==> src/rtl/xdma_pkg.sv <==
// Shared types for the xDMA read data path: descriptor, completion status and FSM state.
package xdma_pkg;

  typedef struct packed {
    logic [7:0] num_beats;     // AXI len: beats minus one
    logic       is_read_data;  // 1 = forward to local stream, 0 = discard
  } xdma_req_r_desc_t;

  typedef struct packed {
    logic resp_err;
    logic last_missing;
    logic last_early;
  } xdma_r_status_t;

  typedef enum logic [1:0] {
    IDLE   = 2'd0,
    BUSY   = 2'd1,
    DRAIN  = 2'd2,
    FINISH = 2'd3
  } xdma_r_state_e;

endpackage

==> src/rtl/xdma_r_skid.sv <==
// Two-entry registered FIFO between the AXI R channel and the local read-response stream.
module xdma_r_skid #(
  parameter type data_t = logic [31:0]
) (
  input  logic  clk_i,
  input  logic  rst_ni,
  input  logic  flush_i,
  input  data_t push_data_i,
  input  logic  push_valid_i,
  output logic  push_ready_o,
  output data_t pop_data_o,
  output logic  pop_valid_o,
  input  logic  pop_ready_i,
  output logic  empty_o
);

  data_t      mem_q [2];
  logic       wr_ptr_q, rd_ptr_q;
  logic [1:0] cnt_q, cnt_d;
  logic       push, pop;

  // Both sides depend only on the occupancy register, so ready never follows pop_ready_i.
  assign push_ready_o = (cnt_q != 2'd2);
  assign pop_valid_o  = (cnt_q != 2'd0);
  assign empty_o      = (cnt_q == 2'd0);
  assign pop_data_o   = mem_q[rd_ptr_q];

  assign push = push_valid_i && push_ready_o;
  assign pop  = pop_valid_o && pop_ready_i;

  always_comb begin
    cnt_d = cnt_q;
    case ({push, pop})
      2'b10:   cnt_d = cnt_q + 2'd1;
      2'b01:   cnt_d = cnt_q - 2'd1;
      default: cnt_d = cnt_q;
    endcase
  end

  always_ff @(posedge clk_i or negedge rst_ni) begin
    if (!rst_ni) begin
      mem_q[0] <= '0;
      mem_q[1] <= '0;
      wr_ptr_q <= 1'b0;
      rd_ptr_q <= 1'b0;
      cnt_q    <= 2'd0;
    end else if (flush_i) begin
      wr_ptr_q <= 1'b0;
      rd_ptr_q <= 1'b0;
      cnt_q    <= 2'd0;
    end else begin
      if (push) begin
        mem_q[wr_ptr_q] <= push_data_i;
        wr_ptr_q        <= ~wr_ptr_q;
      end
      if (pop) begin
        rd_ptr_q <= ~rd_ptr_q;
      end
      cnt_q <= cnt_d;
    end
  end

endmodule

==> src/rtl/xdma_read_data_path.sv <==
// Receives the AXI R beats of one read descriptor, forwards or drops them, checks RLAST/RRESP
// and returns the descriptor with a one-cycle done/status pulse.
module xdma_read_data_path
  import xdma_pkg::*;
#(
  parameter type data_t = logic [31:0]
) (
  input  logic             clk_i,
  input  logic             rst_ni,
  input  xdma_req_r_desc_t r_desc_i,
  input  logic             r_dp_valid_i,
  output logic             r_dp_ready_o,
  output logic [2:0]       status_o,
  input  data_t            r_data_i,
  input  logic [1:0]       r_resp_i,
  input  logic             r_last_i,
  input  logic             r_valid_i,
  output logic             r_ready_o,
  output data_t            read_rsp_data_o,
  output logic             read_rsp_data_valid_o,
  input  logic             read_rsp_data_ready_i,
  output xdma_r_state_e    dbg_state_o
);

  // Handshakes: a transfer happens on a rising edge where valid && ready; a valid source keeps
  // its payload stable until that edge. The descriptor handshake completes on r_dp_ready_o.

  xdma_r_state_e  state_q, state_d;
  logic           fwd_q, fwd_d;
  logic [7:0]     cnt_q, cnt_d;
  xdma_r_status_t flags_q, flags_d;

  logic beat_acc, push_valid, push_ready, skid_empty, skid_flush;
  logic unused_resp;

  assign unused_resp = r_resp_i[0];  // only the error bit of RRESP matters here
  assign dbg_state_o = state_q;

  assign beat_acc   = r_valid_i && r_ready_o;
  assign push_valid = beat_acc && fwd_q;
  assign skid_flush = (state_q == IDLE) && r_dp_valid_i;

  always_ff @(posedge clk_i or negedge rst_ni) begin
    if (!rst_ni) state_q <= IDLE;
    else         state_q <= state_d;
  end

  always_ff @(posedge clk_i or negedge rst_ni) begin
    if (!rst_ni) begin
      fwd_q   <= 1'b0;
      cnt_q   <= 8'd0;
      flags_q <= '0;
    end else begin
      fwd_q   <= fwd_d;
      cnt_q   <= cnt_d;
      flags_q <= flags_d;
    end
  end

  always_comb begin
    state_d = state_q;
    fwd_d   = fwd_q;
    cnt_d   = cnt_q;
    flags_d = flags_q;
    case (state_q)
      IDLE: begin
        if (r_dp_valid_i) begin
          fwd_d   = r_desc_i.is_read_data;
          cnt_d   = r_desc_i.num_beats;
          flags_d = '0;
          state_d = BUSY;
        end
      end
      BUSY: begin
        if (beat_acc) begin
          if (r_resp_i[1]) flags_d.resp_err = 1'b1;
          // A zero count marks the expected last beat, so the counter never wraps.
          if (cnt_q == 8'd0) begin
            if (!r_last_i) flags_d.last_missing = 1'b1;
            state_d = DRAIN;
          end else if (r_last_i) begin
            flags_d.last_early = 1'b1;
            state_d = DRAIN;
          end else begin
            cnt_d = cnt_q - 8'd1;
          end
        end
      end
      DRAIN:   if (skid_empty) state_d = FINISH;
      FINISH:  state_d = IDLE;
      default: state_d = IDLE;
    endcase
  end

  always_comb begin
    r_ready_o    = 1'b0;
    r_dp_ready_o = 1'b0;
    status_o     = 3'b000;
    case (state_q)
      BUSY:    r_ready_o = fwd_q ? push_ready : 1'b1;
      FINISH: begin
        r_dp_ready_o = 1'b1;
        status_o     = flags_q;
      end
      default: ;
    endcase
  end

  xdma_r_skid #(
    .data_t (data_t)
  ) u_skid (
    .clk_i        (clk_i),
    .rst_ni       (rst_ni),
    .flush_i      (skid_flush),
    .push_data_i  (r_data_i),
    .push_valid_i (push_valid),
    .push_ready_o (push_ready),
    .pop_data_o   (read_rsp_data_o),
    .pop_valid_o  (read_rsp_data_valid_o),
    .pop_ready_i  (read_rsp_data_ready_i),
    .empty_o      (skid_empty)
  );

endmodule

==> config.mk <==
export PLATFORM = sky130hd
export DESIGN_NAME = xdma_read_data_path
export DESIGN_NICKNAME = d
export VERILOG_FILES = /design/src/rtl/xdma_pkg.sv /design/src/rtl/xdma_r_skid.sv /design/src/rtl/xdma_read_data_path.sv
export SDC_FILE = /design/constraint.sdc
export NUM_CORES = 1
export LEC_CHECK = 0
export BUFFER_PORTS_ARGS = -buffer_cell sky130_fd_sc_hd__buf_2
export CAP_MARGIN = 20
export CORE_MARGIN = 1.5
export CORE_UTILIZATION = 45
export CTS_CLUSTER_SIZE = 25
export DETAILED_ROUTE_END_ITERATION = 10
export MAX_ROUTING_LAYER = met4
export PLACE_DENSITY = 0.71
export SYNTH_ARGS = -nofsm -noshare
export SYNTH_HDL_FRONTEND = slang
export SYNTH_SLANG_ARGS = --single-unit
==> constraint.sdc <==
create_clock -name clk_i -period 1.9 [get_ports clk_i]
set_input_delay 0.285 -clock clk_i [delete_from_list [all_inputs] [get_ports clk_i]]
set_output_delay 0.285 -clock clk_i [all_outputs]
set_load 0.02 [all_outputs]
==> summary.md <==
| Metric | Value |
|---|---|
| Status | `complete, but fails checks` |
| Failing checks | `negative setup slack` |
| Yosys cell types | `46` |
| Fraction of synthesized cell area taken by the top area cell type | `0.524` |
| Layout cells sized above 1 | `0.604` |
| XOR/XNOR Fraction of Synth Area | `0.00672` |
| Detailed router's first-iteration violation count | `~110` |
| CTS tree | `built` |
| Yosys reg bits | `82` |
| Clock sinks | `82` |
| GRT Residual Overflow | `0` |
| Final WL | `~8.2 mm` |
| Max Freq | `about 0.52 GHz` |
| Critical path class | `flop to flop` |
| Unrepaired setup endpoints after global routing | `true` |
| WHS | `~0.15 ns` |
| Starting Density | `0.471` |
| VDD IR max | `about 0.85 mV` |
| Initial antenna violation count | `0` |
| Post-Syn Nets | `around 350` |
| Vias in the first global route | `between 2,000 and 3,000` |
| Mapped Area | `0.00391 mm2` |
| Tmin final | `a little under 2 ns` |
| DP HPWL | `5.87 mm` |
| Diode count | `0` |
| Dpl cell area | `around 0.0047 mm2` |
| Pin count of the biggest net entering global routing | `38` |
| Crit path max fanout | `3` |
| Clk_lat worst skew | `~0.35 ns` |
| Final setup fails | `1` |
| DR DRC count | `0` |
| Core Region | `0.00830 mm2` |
| Port Buffers | `87` |
| Synthesized instance count | `299` |
| First-pass GRT wire length | `approximately 13 mm` |
| CTS root buf | `clkbuf_8` |
| TritonRoute pass-1 iters | `4` |
| Mapped Avg Cell Area | `about 13 um2` |
| Max Cap Viol | `0` |
| Top_reg_cell synth | `dfrtp_1` |
| CTS buffer count | `9` |
| Vias per inst | `between 5 and 6` |
| Fill cells | `about 710` |
| Power, Total | `7810 uW` |
| EDFF count, synth | `0` |
| DIE HEIGHT | `just under 100 um` |
| Synth Area in Compound Gates | `0.0547` |
| Fin area | `0.00505 mm2` |
| Sequential cell area | `0.00205 mm2` |
| Top area cells in the synthesized netlist | `dfrtp_1, mux2_2, ha_1, nand2_1, nor2_1` |
| CP Data Required Time | `2.13 ns` |
| Ys async rst share | `1.00` |
| Routed wire per std cell | `roughly 15 um` |
| Vias | `between 2,000 and 3,000` |
| Synth Area in Simple Gates | `0.0857` |
| Area of the multi-input gates | `approximately 0.0019 mm2` |
| Post-route worst setup slack | `-0.0342 ns` |
| Final hold violation count | `0` |
| Post-route ant nets | `0` |
| Clock skew | `slightly below 0.009 ns` |
| Pwr dens | `around 1500 mW/mm2` |
| Ports | `89` |
| CP startpoint kind | `flop` |
| Max Root-Sink Buffers | `2` |
| Die footprint | `0.00926 mm2` |
| Worst-Margin Slew | `approximately 0.52 ns` |
| H-tree Lvls | `3` |
| Adder-Cell Fraction of Synth Area | `0.0192` |
| Leading area contributor after synthesis | `dfrtp_1` |
| Inst Count DP | `around 500` |
| Mux cell area share after synthesis | `0.287` |
| Gpl congestion | `about 0.84` |
| YS warnings | `0` |
| Worst min path class | `primary input to flop` |
| Seq/Total Area, Yosys | `0.524` |
| Area growth syn-to-layout | `29.2%` |
| Clock-pin slew of the registers on the worst-case setup and hold paths | `around 0.08 ns` |
| Pleak | `between 0.002 and 0.0025 uW` |
| Crit share post-route | `1.02` |
| Main combinational cell family by area after synthesis | `multiplexers` |
| Layout Nets | `about 480` |
| # rows | `33` |
| Width of the chip | `roughly 96 um` |
| Layout Cells excl Fill | `roughly 530` |
| Final Max Slew Viols | `0` |
| CP endpoint kind | `flop` |
| Slew HR | `0.651` |
| Critical path arrival | `between 2 and 2.5 ns` |
| Global-route total usage across every layer | `0.191` |
[through the flow]
stage / setup WS, ns / setup TNS [ns] / utilization
after floorplan: -0.00128 / -0.00128 / -
after CTS: -0.0356 / -0.0356 / 0.602
final: -0.0342 / -0.0342 / 0.609
after global placement: -0.0440 / -0.0440 / 0.567
after detailed placement: -0.0579 / -1.03 / 0.567
after global routing: -0.114 / -0.352 / 0.609
[flip-flops by register name, indices dropped and copies added, names as in the netlist]
register / cells
cnt_q: 8
dbg_state_o: 2
flags_q: 3
fwd_q: 1
u_skid.cnt_q: 2
u_skid.mem_q: 64
u_skid.rd_ptr_q: 1
u_skid.wr_ptr_q: 1
[report_power, final]
group          internal (uW)  switching, uW
Combinational           1890           1850
Sequential              2450            357
Clock                    616            641
[metal layers]
metal / track usage / wire length, um / vias to the layer above
li1: - / - / 1334
met1: 0.238 / 3530 / 1408
met2: 0.308 / 4190 / 66
met3: 0.0403 / 352 / 9
met4: 0.0650 / 84 / 0
met5: - / 0 / -
[synthesized netlist by cell type, types with 3 or more instances]
master,number
nor2_1,12
a21oi_1,8
nor3_1,3
buf_4,3
and2_1,5
or3_1,3
dfrtp_1,82
a31oi_1,3
mux2i_1,3
nand2_1,17
inv_1,7
ha_1,6
buf_2,4
mux2_2,94
clkbuf_1,5
o21ai_0,3
mux2_1,3
[timing repair]
action                                 4_1_cts  5_1_grt
resized for setup                           10       11
buffers inserted                             4        3
pin swaps                                    7        8
hold buffers                                 1        0
endpoints found under the hold margin       34        0
setup endpoints to repair                   68       40
[worst paths after layout]
path | start | endpoint | slack, ns | cells past startpoint
min reg2reg | u_skid.mem_q[38] | u_skid.mem_q[38] | 0.49 | 1
max | cnt_q[1] | dbg_state_o[1] | -0.03 | 7
min in group asynchronous | rst_ni | u_skid.mem_q[28] | 0.44 | 2
max reg2reg | cnt_q[1] | dbg_state_o[1] | -0.03 | 7
min | r_desc_i[0] | fwd_q | 0.15 | 3
max in group asynchronous | rst_ni | u_skid.mem_q[44] | 0.86 | 3
[cell families after synthesis]
kind of cell / Yosys count
adders and majority gates: 6
DFF: 82
xor gates and xnor gates: 3
AOI/OAI and AO/OA: 30
buffers and inverters: 19
and+or+nand+nor: 59
muxes: 100
[cell usage in the layout, fill, tap and decap left out, types with 4 or more instances in the layout]
| master | count |
|---|---|
| mux2_2 | 93 |
| and2_1 | 4 |
| a21oi_1 | 7 |
| dfrtp_1 | 80 |
| inv_2 | 4 |
| buf_4 | 34 |
| buf_12 | 4 |
| nor2_1 | 12 |
| buf_2 | 85 |
| clkbuf_8 | 9 |
| nand2_1 | 17 |
[worst max-delay path, stage by stage, from the launching register on]
cell,delay (ns)
dfrtp_1,0.39
inv_2,0.08
ha_4,0.13
or3b_4,0.38
o21bai_1,0.18
a31oi_1,0.14
nor2_1,0.21
mux2_4,0.32
[area by class of cell]
| type | count | share of cell area |
|---|---|---|
| Tap cell | 105 | 0.0260 |
| Inverter | 7 | 0.00520 |
| Clock inverter | 7 | 0.0149 |
| Multi-Input combinational cell | 198 | 0.371 |
| Sequential cell | 82 | 0.406 |
| Timing Repair Buffer | 124 | 0.152 |
| Clock buffer | 9 | 0.0245 |
No activity file was read; power rests on OpenSTA's default activity.
